--- src/rtl/piso_serializer.sv ---
// piso_serializer: MSB-first parallel-in serial-out shifter with load handshake and bit framing.
// Define PISO_PARITY_EN to append an even-parity bit to every frame.
module piso_serializer #(
  parameter int unsigned WIDTH = 4
) (
  input  logic             i_clk,
  input  logic             i_rst,
  input  logic [WIDTH-1:0] i_data,
  input  logic             i_load,
  output logic             o_ready,
  output logic             o_sd,
  output logic             o_sv,
  output logic             o_last
);

  localparam int unsigned CntW = $clog2(WIDTH) + 1;
  localparam logic [CntW-1:0] PreLastCnt = CntW'(WIDTH - 2);

`ifdef PISO_PARITY_EN
  localparam logic LastOnData = 1'b0;
  localparam logic [CntW-1:0] LastCnt = CntW'(WIDTH - 1);
  typedef enum logic [1:0] {StIdle, StShift, StPar} state_t;
`else
  localparam logic LastOnData = 1'b1;
  typedef enum logic [0:0] {StIdle, StShift} state_t;
`endif

  state_t           r_state;
  logic [WIDTH-1:0] r_sr;
  logic [CntW-1:0]  r_cnt;
  logic             r_ready;
  logic             r_sd;
  logic             r_sv;
  logic             r_last;
`ifdef PISO_PARITY_EN
  logic             r_par;
`endif

  // r_ready is high exactly in IDLE and on the final bit of a frame, so it doubles as the
  // "frame may end here" flag.
  logic w_accept;
  assign w_accept = i_load & r_ready;

  always_ff @(posedge i_clk or negedge i_rst) begin
    if (!i_rst) begin
      r_state <= StIdle;
      r_sr    <= '0;
      r_cnt   <= '0;
      r_ready <= 1'b1;
      r_sd    <= 1'b0;
      r_sv    <= 1'b0;
      r_last  <= 1'b0;
`ifdef PISO_PARITY_EN
      r_par   <= 1'b0;
`endif
    end else if (w_accept) begin
      r_state <= StShift;
      r_sr    <= i_data;
      r_cnt   <= '0;
      r_ready <= 1'b0;
      r_sd    <= i_data[WIDTH-1];
      r_sv    <= 1'b1;
      r_last  <= 1'b0;
`ifdef PISO_PARITY_EN
      r_par   <= 1'b0;
`endif
    end else if (r_ready) begin
      r_state <= StIdle;
      r_ready <= 1'b1;
      r_sd    <= 1'b0;
      r_sv    <= 1'b0;
      r_last  <= 1'b0;
    end else if (r_state == StShift) begin
      r_sr  <= r_sr << 1;
      r_cnt <= r_cnt + 1'b1;
      r_sv  <= 1'b1;
      r_sd  <= r_sr[WIDTH-2];
`ifdef PISO_PARITY_EN
      r_par <= r_par ^ r_sr[WIDTH-1];
      if (r_cnt == LastCnt) begin
        // Last data bit just went out: emit the accumulated parity.
        r_state <= StPar;
        r_sd    <= r_par ^ r_sr[WIDTH-1];
        r_last  <= 1'b1;
        r_ready <= 1'b1;
      end else
`endif
      if (r_cnt == PreLastCnt) begin
        r_last  <= LastOnData;
        r_ready <= LastOnData;
      end else begin
        r_last  <= 1'b0;
        r_ready <= 1'b0;
      end
    end else begin
      r_state <= StIdle;
      r_ready <= 1'b1;
      r_sd    <= 1'b0;
      r_sv    <= 1'b0;
      r_last  <= 1'b0;
    end
  end

  assign o_ready = r_ready;
  assign o_sd    = r_sd;
  assign o_sv    = r_sv;
  assign o_last  = r_last;

endmodule
--- config.mk ---
export PLATFORM = sky130hd
export DESIGN_NAME = piso_serializer
export DESIGN_NICKNAME = d
export VERILOG_FILES = /design/src/rtl/piso_serializer.sv
export SDC_FILE = /design/constraint.sdc
export NUM_CORES = 1
export LEC_CHECK = 0
export ABC_AREA = 0
export CAP_MARGIN = 10
export CORE_AREA = 2 2 39 41
export DETAILED_ROUTE_END_ITERATION = 10
export DIE_AREA = 0 0 41 43
export GPL_ROUTABILITY_DRIVEN = 0
export PLACE_DENSITY_LB_ADDON = 0.3
export RECOVER_POWER = 50
export REMOVE_ABC_BUFFERS = 1
export SYNTH_ARGS = -nofsm -noshare
export SYNTH_HDL_FRONTEND = slang
export SYNTH_SLANG_ARGS = --single-unit
--- constraint.sdc ---
create_clock -name i_clk -period 2.13 [get_ports i_clk]
set_input_delay 0.426 -clock i_clk [delete_from_list [all_inputs] [get_ports i_clk]]
set_output_delay 0.426 -clock i_clk [all_outputs]
set_load 0.03 [all_outputs]
==> results.toml <==
[global_route]
wire_length_of_the_first_global_routing_pass_mm = 1.63
grt_max_degree = 15
groute.usage.overall = 0.144
grt_antenna_before_repair = 0
grt_overflow = 0
grt_pass1_vias = 381

[routing]
remaining_drc_errors = 0
drt-total-wl_um = 907
dr.first_iter.drc_count = 8
drt-vias-per-instance = 4.97
wl_per_cell_um = 12.4
via_count = 363
drtPass1Iterations = 4
postRouteAntennaNets = 0

[setup_path]
path_max_fanout = 14
critical-path-top-delay-family = "buffers and inverters"
critical_path.startpoint_type = "register"
critical_path.slowest_cell = "clkdlybuf4s50_1"
series_of_cell_instances_along_the_critical_path = "clkdlybuf4s50_1"
cp_data_arrival_time_ps = 1620
worst-path-buf-inv = 1
crit_path_max_incr_delay_ps = 710
path_class = "register to output port"
timing.critical_path.to_type = "output port"
worstPathRequired_ps = 1700

[final_layout]
mostFrequentLayoutCell = "dfrtp_1"
drive_above_1_share = 0.105
layout.nets = 67
most-common-layout-cells = "dfrtp_1, clkdlybuf4s50_1, nand2_1"
diodes = 0
syn_to_final_growth_pct = 25.2

[power]
clock_power_share = 0.171
power.density_nw_per_um2 = 1360
static-leakage-power_nw = 0.281
power_frac_seq = 0.451
finalPower_mw = 0.845
power.switching_fraction = 0.397
power_frac_comb = 0.378
p_int_mw = 0.509
irDropWorstVdd_v = 0.000450
p_sw_mw = 0.336

[cts]
cts_max_level = 1
cts-root-to-sink-buffers = 2
cts-hold-fix-buffers = 0
tritoncts = "done"
clock_edge_transition_at_the_registers_on_the_reported_setup_and_hold_paths_ps = 80
postCtsResizedCells = 0
root_driver = "clkbuf_4"
postCtsSetupRepairBufs = 0
clk-insertion-delay-late_ps = 270
cts.sink_count = 10
tritoncts.num_buffers = 3

[sta]
report.final.setup_viol = 0
timing.fmax_ghz = 0.488
maxSlewHeadroom = 0.713
final.setup_skew_ps = 9.03
timing.final.hold_violations = 0
timing.final.max_slew_violations = 0
fin_hold_ws_ps = 519
slew_at_the_pin_with_the_worst_max_slew_slack_ps = 429
layout_worst_path_cycle_share = 0.961
min_clock_period_post_route_ps = 2050
unrepaired_setup_endpoints_after_global_routing = "no"
setup_total_negative_slack_ps = 0

[placement]
port-buffer-count = 10
place.detailed.hpwl_um = 649

[synth]
synth_area_um2 = 497
synth-seq-cells = 10
post_synth_mux_area_share = 0.0907
synth_simple_gate_area_share = 0.144
yosys-top-cells-area = "dfrtp_1, mux2i_1, dfstp_2, ha_1, nand2_1"
yosys.area.top_type_share = 0.453
number_of_instances_in_the_synthesized_netlist = 46
synth_compound_area_frac = 0.134
synthAdderAreaFrac = 0.0504
synth.largest_area_cell = "dfrtp_1"
seq_area_frac_synth = 0.506
synth_cell_type_count = 21
yosysWarningCount = 0
avgSynthCellArea_um2 = 10.8
post_synth_xor_area_fraction = 0.0176
combinational_family_with_the_most_area_after_synthesis = "simple AND/OR/NAND/NOR gates"

[min_path]
worst_hold_path_type = "primary input to asynchronous set/reset pin"

[floorplan]
initial_utilization = 0.359
die_y_um = 43
standard_cell_row_count = 14
core_area_um2 = 1380
die_width_um = 41
dieArea_um2 = 1760
ios = 11

[status]
outcome = "completed"

[job]
timing.max_cap.violations = 0
==> cell usage after synthesis <==
cell type and count:
ha_1 2, and2b_2 1, dfstp_2 1, nor2_1 2, a21boi_0 1, nand2b_1 2
mux2i_1 3, nor2b_1 3, a211oi_1 2, dfrtp_1 9, a32o_1 1, xor2_1 1
mux2_4 1, buf_2 2, nand2_1 5, a22o_1 1, nand3_1 1, a21oi_1 2
inv_1 2, o21ai_0 3, buf_6 1
==> path summary, 6_finish.rpt <==
kind	startpoint	to	slack, ps	cells after the start
max	o_ready	o_ready	80	1
min	i_rst	r_sr[0]	520	1
max reg2reg	o_ready	r_cnt[0]	1040	3
min reg2reg	r_cnt[0]	r_cnt[0]	530	1
max in group asynchronous	i_rst	o_ready	1270	1
min in group i_clk	r_cnt[0]	r_cnt[0]	530	1
==> flip-flops by register name (all words and copies together) (netlist names) <==
| register | cells |
|---|---|
| o_last | 1 |
| o_ready | 1 |
| o_sd | 1 |
| o_sv | 1 |
| r_cnt | 3 |
| r_sr | 3 |
==> metrics by stage <==
stage / setup WS [ps] / std cells / util / instance area (um^2)
after CTS: 70.8 / 73 / 0.449 / 622
final: 82.3 / 73 / 0.449 / 622
after detailed placement: 370 / 69 / 0.430 / 596
after global routing: 10.9 / 73 / 0.449 / 622
after global placement: 373 / 69 / 0.430 / 596
after floorplan: 1020 / 43 / - / 475
==> layout make-up <==
| class | count | area, um^2 |
|---|---|---|
| clock buffers | 4 | 26.3 |
| fillers | 146 | 762 |
| inverters | 2 | 7.51 |
| multi-input cells | 31 | 216 |
| flip-flops and latches | 10 | 251 |
| well taps | 16 | 20.0 |
| repair buffers | 10 | 100 |
==> layer usage <==
metal  global-route usage  vias to the layer above  routed length, um
met5                    0                        -                  0
met4                0.120                        0                 19
met3               0.0314                        4                 45
met2                0.200                       10                425
met1                0.178                      171                417
li1                     -                      178                  -
==> cell families after synthesis <==
| group | count (synthesis) |
|---|---|
| adders and majority gates | 2 |
| buffers and inverters | 5 |
| muxes | 4 |
| DFF | 10 |
| xor gates and xnor gates | 1 |
| AOI/OAI and AO/OA | 10 |
| and+or+nand+nor | 14 |
==> power by group through the flow <==
stage | combinational, mW | clock (mW) | sequential [mW]
2_1_floorplan | 0.163 | 0 | 0.416
3_3_place_gp | 0.318 | 0 | 0.379
3_5_place_dp | 0.324 | 0 | 0.383
4_1_cts | 0.326 | 0.148 | 0.380
5_1_grt | 0.372 | 0.158 | 0.401
6_report | 0.319 | 0.145 | 0.381
No activity file was read; power rests on OpenSTA's default activity.
